<file path="config.mk">
export PLATFORM = sky130hd
export DESIGN_NAME = alu_16bit_extended
export DESIGN_NICKNAME = d
export VERILOG_FILES = /design/src/rtl/alu16_pkg.sv /design/src/rtl/alu16_iter_unit.sv /design/src/rtl/alu_16bit_extended.sv
export SDC_FILE = /design/constraint.sdc
export NUM_CORES = 2
export LEC_CHECK = 0
export BUFFER_PORTS_ARGS = -buffer_cell sky130_fd_sc_hd__buf_4
export CORE_UTILIZATION = 45
export CTS_BUF_LIST = sky130_fd_sc_hd__clkbuf_4
export DETAILED_ROUTE_END_ITERATION = 7
export REMOVE_ABC_BUFFERS = 1
export SETUP_SLACK_MARGIN = 0.3
export SLEW_MARGIN = 20
export SYNTH_ARGS = -nofsm -noshare
export SYNTH_HDL_FRONTEND = slang
export SYNTH_SLANG_ARGS = --single-unit
</file>
<file path="constraint.sdc">
create_clock -name clk -period 48.2 [get_ports clk]
set_input_delay 4.82 -clock clk [delete_from_list [all_inputs] [get_ports clk]]
set_output_delay 4.82 -clock clk [all_outputs]
set_load 0.02 [all_outputs]
</file>
<file path="src/rtl/alu16_pkg.sv">
// Shared opcodes, trig tables and small bit-counting helpers for the 16-bit extended ALU.
package alu16_pkg;

    typedef enum logic [7:0] {
        OpAdd      = 8'h00,
        OpSub      = 8'h01,
        OpMul      = 8'h02,
        OpDiv      = 8'h03,
        OpMod      = 8'h04,
        OpAnd      = 8'h08,
        OpOr       = 8'h09,
        OpXor      = 8'h0A,
        OpNor      = 8'h0B,
        OpNand     = 8'h0C,
        OpXnor     = 8'h0D,
        OpGt       = 8'h10,
        OpEq       = 8'h11,
        OpLt       = 8'h12,
        OpGcd      = 8'h26,
        OpLcm      = 8'h27,
        OpHamming  = 8'h28,
        OpShl      = 8'h30,
        OpShr      = 8'h31,
        OpAsr      = 8'h32,
        OpMaskHi   = 8'h38,
        OpSetLo    = 8'h39,
        OpFlipAlt  = 8'h3A,
        OpAndAlias = 8'h3C,
        OpOrAlias  = 8'h3D,
        OpInc      = 8'h40,
        OpDec      = 8'h41,
        OpAbs      = 8'h50,
        OpPow      = 8'h51,
        OpSin      = 8'h52,
        OpCos      = 8'h53,
        OpTan      = 8'h54
    } opcode_e;

    localparam logic [15:0] Q14One = 16'd16384;
    localparam logic [15:0] SatPos = 16'h7FFF;

    // Indexed by floor(min(angle, 90) / 15); entry 7 is never selected.
    localparam logic [7:0][15:0] SinLut = {
        Q14One, Q14One, 16'd15826, 16'd14189, 16'd11585, 16'd8192, 16'd4240, 16'd0
    };
    localparam logic [7:0][15:0] TanLut = {
        SatPos, SatPos, SatPos, 16'd28378, Q14One, 16'd9459, 16'd4390, 16'd0
    };

    function automatic logic [2:0] trig_index(input logic [15:0] deg);
        logic [2:0] idx;
        if (deg >= 16'd90)      idx = 3'd6;
        else if (deg >= 16'd75) idx = 3'd5;
        else if (deg >= 16'd60) idx = 3'd4;
        else if (deg >= 16'd45) idx = 3'd3;
        else if (deg >= 16'd30) idx = 3'd2;
        else if (deg >= 16'd15) idx = 3'd1;
        else                    idx = 3'd0;
        return idx;
    endfunction

    function automatic logic [4:0] pop16(input logic [15:0] x);
        logic [4:0] cnt;
        cnt = 5'd0;
        for (int i = 0; i < 16; i++) begin
            cnt = cnt + {4'd0, x[i]};
        end
        return cnt;
    endfunction

    // Count of trailing zeros; a zero input yields 0.
    function automatic logic [3:0] ctz16(input logic [15:0] x);
        logic [3:0] n;
        n = 4'd0;
        for (int i = 15; i >= 0; i--) begin
            if (x[i]) n = 4'(i);
        end
        return n;
    endfunction

endpackage

</file>
<file path="src/rtl/alu16_iter_unit.sv">
// Multi-cycle engine for GCD (binary Stein), LCM via (a/gcd)*b, and MSB-first square-and-multiply POW.
module alu16_iter_unit
    import alu16_pkg::*;
(
    input  logic        clk,
    input  logic        rst_n,
    input  logic        start,
    input  opcode_e     op,
    input  logic [15:0] a,
    input  logic [15:0] b,
    output logic        done,
    output logic [15:0] res,
    output logic        ovf
);

    localparam logic [2:0] StIdle   = 3'd0;
    localparam logic [2:0] StGcdRun = 3'd1;
    localparam logic [2:0] StLcmMul = 3'd2;
    localparam logic [2:0] StPowRun = 3'd3;
    localparam logic [2:0] StDone   = 3'd4;

    logic [2:0]  state_q, state_d;
    opcode_e     op_q, op_d;
    logic [15:0] a_q, a_d, b_q, b_d;
    logic [15:0] u_q, u_d, v_q, v_d;
    logic [3:0]  k_q, k_d, cnt_q, cnt_d;
    logic [15:0] res_q, res_d;
    logic        ovf_q, ovf_d;

    logic [3:0]  ctz_a, ctz_b, ctz_diff;
    logic [15:0] lo, hi, diff, quot;
    logic [31:0] sq, mulp, lcm_p;

    always_comb begin
        ctz_a    = ctz16(a);
        ctz_b    = ctz16(b);
        lo       = (u_q < v_q) ? u_q : v_q;
        hi       = (u_q < v_q) ? v_q : u_q;
        diff     = hi - lo;
        ctz_diff = ctz16(diff);
        sq       = {16'd0, res_q} * {16'd0, res_q};
        mulp     = {16'd0, sq[15:0]} * {16'd0, a_q};
        quot     = (u_q == 16'd0) ? 16'd0 : a_q / u_q;
        lcm_p    = {16'd0, quot} * {16'd0, b_q};
    end

    always_comb begin
        state_d = state_q;
        op_d    = op_q;
        a_d     = a_q;
        b_d     = b_q;
        u_d     = u_q;
        v_d     = v_q;
        k_d     = k_q;
        cnt_d   = cnt_q;
        res_d   = res_q;
        ovf_d   = ovf_q;
        case (state_q)
            StIdle: begin
                if (start) begin
                    a_d   = a;
                    b_d   = b;
                    op_d  = op;
                    ovf_d = 1'b0;
                    if (op == OpPow) begin
                        res_d   = 16'd1;
                        cnt_d   = 4'd15;
                        state_d = StPowRun;
                    end else if (a == 16'd0 || b == 16'd0) begin
                        res_d   = (op == OpGcd) ? (a | b) : 16'd0;
                        state_d = StDone;
                    end else begin
                        // Strip factors of two up front; the common power is restored at the end.
                        u_d     = a >> ctz_a;
                        v_d     = b >> ctz_b;
                        k_d     = (ctz_a < ctz_b) ? ctz_a : ctz_b;
                        state_d = StGcdRun;
                    end
                end
            end
            StGcdRun: begin
                if (v_q == 16'd0) begin
                    u_d     = u_q << k_q;
                    res_d   = u_q << k_q;
                    state_d = (op_q == OpLcm) ? StLcmMul : StDone;
                end else begin
                    u_d = lo;
                    v_d = diff >> ctz_diff;
                end
            end
            StLcmMul: begin
                res_d   = lcm_p[15:0];
                ovf_d   = |lcm_p[31:16];
                state_d = StDone;
            end
            StPowRun: begin
                if (b_q[cnt_q]) begin
                    res_d = mulp[15:0];
                    ovf_d = ovf_q | (|sq[31:16]) | (|mulp[31:16]);
                end else begin
                    res_d = sq[15:0];
                    ovf_d = ovf_q | (|sq[31:16]);
                end
                cnt_d = cnt_q - 4'd1;
                if (cnt_q == 4'd0) state_d = StDone;
            end
            StDone:  state_d = StIdle;
            default: state_d = StIdle;
        endcase
    end

    always_ff @(posedge clk) begin
        if (!rst_n) begin
            state_q <= StIdle;
            op_q    <= OpGcd;
            a_q     <= 16'd0;
            b_q     <= 16'd0;
            u_q     <= 16'd0;
            v_q     <= 16'd0;
            k_q     <= 4'd0;
            cnt_q   <= 4'd0;
            res_q   <= 16'd0;
            ovf_q   <= 1'b0;
        end else begin
            state_q <= state_d;
            op_q    <= op_d;
            a_q     <= a_d;
            b_q     <= b_d;
            u_q     <= u_d;
            v_q     <= v_d;
            k_q     <= k_d;
            cnt_q   <= cnt_d;
            res_q   <= res_d;
            ovf_q   <= ovf_d;
        end
    end

    assign done = (state_q == StDone);
    assign res  = res_q;
    assign ovf  = ovf_q;

endmodule

</file>
<file path="src/rtl/alu_16bit_extended.sv">
// Clocked 16-bit ALU: single-cycle datapath plus an iterative unit for GCD/LCM/POW.
module alu_16bit_extended
    import alu16_pkg::*;
#(
    parameter int unsigned WIDTH = 16
) (
    input  logic             clk,
    input  logic             rst_n,
    input  logic             in_valid,
    input  logic [WIDTH-1:0] operand_a,
    input  logic [WIDTH-1:0] operand_b,
    input  logic [7:0]       operation,
    output logic             busy,
    output logic             out_valid,
    output logic [WIDTH-1:0] result,
    output logic             carry_out
);

    opcode_e            op;
    logic               accept, is_iter, iter_done, iter_ovf;
    logic [15:0]        iter_res;
    logic [15:0]        a, b;
    logic [3:0]         amt;
    logic [2:0]         tidx;
    logic [16:0]        add_w, shl_w, shr_w;
    logic signed [16:0] asr_w;
    logic [31:0]        mul_w;
    logic [15:0]        alu_res;
    logic               alu_c;

    logic [15:0] result_q, result_d;
    logic        carry_q, carry_d, out_valid_q, out_valid_d, busy_q, busy_d;

    assign op        = opcode_e'(operation);
    assign a         = operand_a;
    assign b         = operand_b;
    assign amt       = b[3:0];
    assign tidx      = trig_index(a);
    assign is_iter   = (op == OpGcd) || (op == OpLcm) || (op == OpPow);
    assign accept    = in_valid && !busy_q;

    assign add_w = {1'b0, a} + {1'b0, b};
    assign mul_w = {16'd0, a} * {16'd0, b};
    // The extra bit on each shift captures the last bit shifted out.
    assign shl_w = {1'b0, a} << amt;
    assign shr_w = {a, 1'b0} >> amt;
    assign asr_w = $signed({a, 1'b0}) >>> amt;

    always_comb begin
        alu_res = 16'd0;
        alu_c   = 1'b0;
        case (op)
            OpAdd:  begin alu_res = add_w[15:0];  alu_c = add_w[16]; end
            OpSub:  begin alu_res = a - b;        alu_c = (a < b); end
            OpMul:  begin alu_res = mul_w[15:0];  alu_c = |mul_w[31:16]; end
            OpDiv:  begin
                alu_res = (b == 16'd0) ? 16'hFFFF : a / b;
                alu_c   = (b == 16'd0);
            end
            OpMod:  begin
                alu_res = (b == 16'd0) ? 16'hFFFF : a % b;
                alu_c   = (b == 16'd0);
            end
            OpAnd, OpAndAlias: alu_res = a & b;
            OpOr, OpOrAlias:   alu_res = a | b;
            OpXor:     alu_res = a ^ b;
            OpNor:     alu_res = ~(a | b);
            OpNand:    alu_res = ~(a & b);
            OpXnor:    alu_res = ~(a ^ b);
            OpGt:      alu_res = {15'd0, a > b};
            OpEq:      alu_res = {15'd0, a == b};
            OpLt:      alu_res = {15'd0, a < b};
            OpHamming: alu_res = {11'd0, pop16(a ^ b)};
            OpShl:  begin alu_res = shl_w[15:0];  alu_c = shl_w[16]; end
            OpShr:  begin alu_res = shr_w[16:1];  alu_c = shr_w[0]; end
            OpAsr:  begin alu_res = asr_w[16:1];  alu_c = asr_w[0]; end
            OpMaskHi:  alu_res = a & 16'hFF00;
            OpSetLo:   alu_res = a | 16'h00FF;
            OpFlipAlt: alu_res = a ^ 16'hAAAA;
            OpInc:  begin alu_res = a + 16'd1;    alu_c = (a == 16'hFFFF); end
            OpDec:  begin alu_res = a - 16'd1;    alu_c = (a == 16'd0); end
            OpAbs:  begin
                alu_res = a[15] ? (16'd0 - a) : a;
                alu_c   = (a == 16'h8000);
            end
            OpSin:  alu_res = SinLut[tidx];
            OpCos:  alu_res = SinLut[3'd6 - tidx];
            OpTan:  begin alu_res = TanLut[tidx]; alu_c = (tidx >= 3'd5); end
            default: ;
        endcase
    end

    alu16_iter_unit u_iter (
        .clk   (clk),
        .rst_n (rst_n),
        .start (accept && is_iter),
        .op    (op),
        .a     (a),
        .b     (b),
        .done  (iter_done),
        .res   (iter_res),
        .ovf   (iter_ovf)
    );

    always_comb begin
        result_d    = result_q;
        carry_d     = carry_q;
        out_valid_d = 1'b0;
        busy_d      = busy_q;
        if (iter_done) begin
            result_d    = iter_res;
            carry_d     = iter_ovf;
            out_valid_d = 1'b1;
            busy_d      = 1'b0;
        end else if (accept) begin
            if (is_iter) begin
                busy_d = 1'b1;
            end else begin
                result_d    = alu_res;
                carry_d     = alu_c;
                out_valid_d = 1'b1;
            end
        end
    end

    always_ff @(posedge clk) begin
        if (!rst_n) begin
            result_q    <= 16'd0;
            carry_q     <= 1'b0;
            out_valid_q <= 1'b0;
            busy_q      <= 1'b0;
        end else begin
            result_q    <= result_d;
            carry_q     <= carry_d;
            out_valid_q <= out_valid_d;
            busy_q      <= busy_d;
        end
    end

    assign result    = result_q;
    assign carry_out = carry_q;
    assign out_valid = out_valid_q;
    assign busy      = busy_q;

endmodule

</file>
==> impl_results.md <==
- Status: finished, violations left
- Failing checks: DRC
- Final min period: 43.53 ns
- WL final: 254 mm
- Detail Route Antenna Nets: 0
- CTS tree: done
- Fill count: 13427
- Share of cells above drive strength 1: 0.0627
- FFs w/ async S/R, synth: 0
- Worst setup path startpoint: u_iter.u_q[13]$_SDFFE_PN0P_
- Crit path kind: register to register
- Port buffer count: 61
- Clk_lat worst skew: 0.77 ns
- Netlist Area Pre-Place: 60800 sq um
- Util after Layout: 0.477
- Worst hold path depth: 2
- Initial antenna violation count: 24
- Nets: 9368
- Crit Reg-Reg Startpoint: u_iter.u_q[13]$_SDFFE_PN0P_
- Die area: 136000 sq um
- Worst-path clk slew: 0.16 ns
- Final setup viols: 0
- H-tree levels: 4
- Critical Path End Type: register
- Synth Flop Type: dfxtp_1
- Worst Path Arrival: 44.16 ns
- Leading area contributor after synthesis: fa_1
- Clk buf depth: 2
- Worst Max-Slew Pin Slew: 1.23 ns
- Row count: 134
- Initial Util: 0.455
- Worst relative slew slack: 0.180
- CTS Sinks: 119
- Crit-path max FO: 22
- Gr usage total: 0.371
- DP HPWL: 204 mm
- Yosys warns: 0
- DP Cell Count: 9535
- Final Max Slew Viols: 0
- DR pass1 iterations: 8
- Post-DR wirelength/cell: 26.6 um
- Hold-fix buffers, CTS: 0
- Initial DRC Count: 6046
- Most common cell on crit path: o21a_1
- Hold_sp: u_iter.op_q[0]$_SDFFE_PN0P_
- Min-Delay Endpoint: u_iter.op_q[0]$_SDFFE_PN0P_
- Root buffer cell: clkbuf_4
- Max Cap Viol: 0
- Maximum operating frequency: 23.0 MHz
- Avg Inst Size Synth: 7.67 sq um
- Reg2Reg Depth: 193
- Die Ht: 369 um
- Vias: 58637
- Worst Skew: 0.0606 ns
- Via/cell ratio: 6.12
- GRT overflow: 0
- Largest net degree at the start of global routing: 53
- Startpoint types: register
- CTS resizes: 0
- Sum of negative setup slack: 0 ns
- Worst min-delay path class: register to register
- Placer Congestion: 1.13
- Core box area: 134000 sq um
- RR Endpoint: u_iter.ovf$_SDFFE_PN0P_
- Area Overhead vs Synth: 4.99%
- Post-synth EDFFs: 0
- CTS buffer count: 17
- Final period utilization: 0.903
- CP required: 48.83 ns
- Synth Instances: 7917
- Reg-to-reg slack, setup: 4.67 ns
- Max stage delay on crit path: 0.75 ns
- # IOs: 62
- Die width: 369 um
- Setup bufs post-CTS: 0
- Vias in the first global route: 56992
- Synth unique cells: 89
- DRC: 13
- Area contributors post-synth: fa_1, ha_1, inv_1, nand2_1, and2_1
- First-pass GRT wire length: 376 mm
- Unrepaired setup endpoints after global routing: false
- Cell at the slowest stage of the critical path: a2111oi_2
- #FFs+latches synth: 119
- Synth top area share: 0.246
- Final cell count without fillers: 9575
- Hold Violations, Final: 0
- Sequential share of the synthesized area: 0.0392
sequential cells by signal, indices dropped and copies added, names as in the netlist, 3 cells and up, named ones only:
signal / count
u_iter.op_q: 8
u_iter.cnt_q: 4
u_iter.res: 16
u_iter.a_q: 16
u_iter.state_q: 3
u_iter.k_q: 4
u_iter.b_q: 16
u_iter.u_q: 15
u_iter.v_q: 16
result: 16
stage by stage:
| stage | worst slack, ns | instance area [sq um] | hold slack, ns |
|---|---|---|---|
| 2_1_floorplan | 5.05 | 59300 | 0.444 |
| 3_3_place_gp | 6.08 | 63500 | 0.457 |
| 3_5_place_dp | 5.01 | 63500 | 0.461 |
| 4_1_cts | 4.92 | 63700 | 0.482 |
| 5_1_grt | 0.932 | 63800 | 0.500 |
| 6_report | 4.67 | 63800 | 0.480 |
placed cells by master (no fill, tap or decap), drive strengths merged, types with 130 or more instances in the layout:
| cell type | count |
|---|---|
| fa | 746 |
| nor2 | 703 |
| and2 | 424 |
| nor3 | 227 |
| o21a | 167 |
| inv | 1148 |
| xnor2 | 130 |
| o21ai | 409 |
| buf | 227 |
| nand2 | 735 |
| a21oi | 404 |
| ha | 793 |
routing by layer:
metal,global-route usage,vias up,part of all wire
met1,0.504,28984,0.43
met3,0.113,518,0.11
met2,0.540,2720,0.41
met5,0.000712,-,0.0014
met4,0.158,28,0.050
li1,-,26387,-
cell usage after synthesis, types with 118 or more instances:
cell,number
nor2_1,703
fa_1,746
and2_1,423
inv_1,1144
ha_1,793
dfxtp_1,119
o21a_1,167
nand2_1,735
nor3_1,227
o21ai_0,397
a21oi_1,403
nand3_1,118
xnor2_1,130
clkbuf_1,341
worst max path at each step:
| stage | to | slack (ns) | cells past startpoint |
|---|---|---|---|
| final | u_iter.ovf$_SDFFE_PN0P_ | 4.67 | 193 |
| after global routing | u_iter.ovf$_SDFFE_PN0P_ | 0.93 | 193 |
| after CTS | u_iter.ovf$_SDFFE_PN0P_ | 4.92 | 191 |
| after detailed placement | u_iter.ovf$_SDFFE_PN0P_ | 5.01 | 193 |
| after global placement | u_iter.ovf$_SDFFE_PN0P_ | 6.08 | 195 |
| after floorplan | u_iter.ovf$_SDFFE_PN0P_ | 5.05 | 178 |
critical path, delay by kind of cell, from the launching register on:
kind	cells	cell delay (ns)
fa+ha+maj	22	7.23
xor+xnor	1	0.16
simple gates	22	4.49
buf+inv	10	1.48
mux	2	0.62
compound gates	136	28.88
flops	1	0.42
layout make-up:
type | count | area, sq um | share of cell area
clock buffer | 19 | 143 | 0.00224
tap | 1768 | 2210 | 0.0347
inverter | 1157 | 4340 | 0.0681
timing repair buffer | 227 | 1700 | 0.0267
antenna | 8 | 20.0 | 0.000314
clock inverter | 13 | 133 | 0.00208
sequential | 119 | 2380 | 0.0374
multi-input combinational | 6264 | 52800 | 0.829
kinds of logic (layout without fill, tap and decap cells):
family	after synthesis	after routing	synth area share
xor gates and xnor gates	189	189	0.0272
and+or+nand+nor	2597	2597	0.203
DFF	119	119	0.0392
buffers and inverters	1534	1416	0.0949
other	0	8	0
adders and majority gates	1539	1539	0.409
AOI/OAI and AO/OA	1712	1712	0.184
muxes	227	227	0.0420
Power is left out: the tool's default activity adds up to more than one toggle a clock period on the data nets, which glitch-free logic cannot reach.
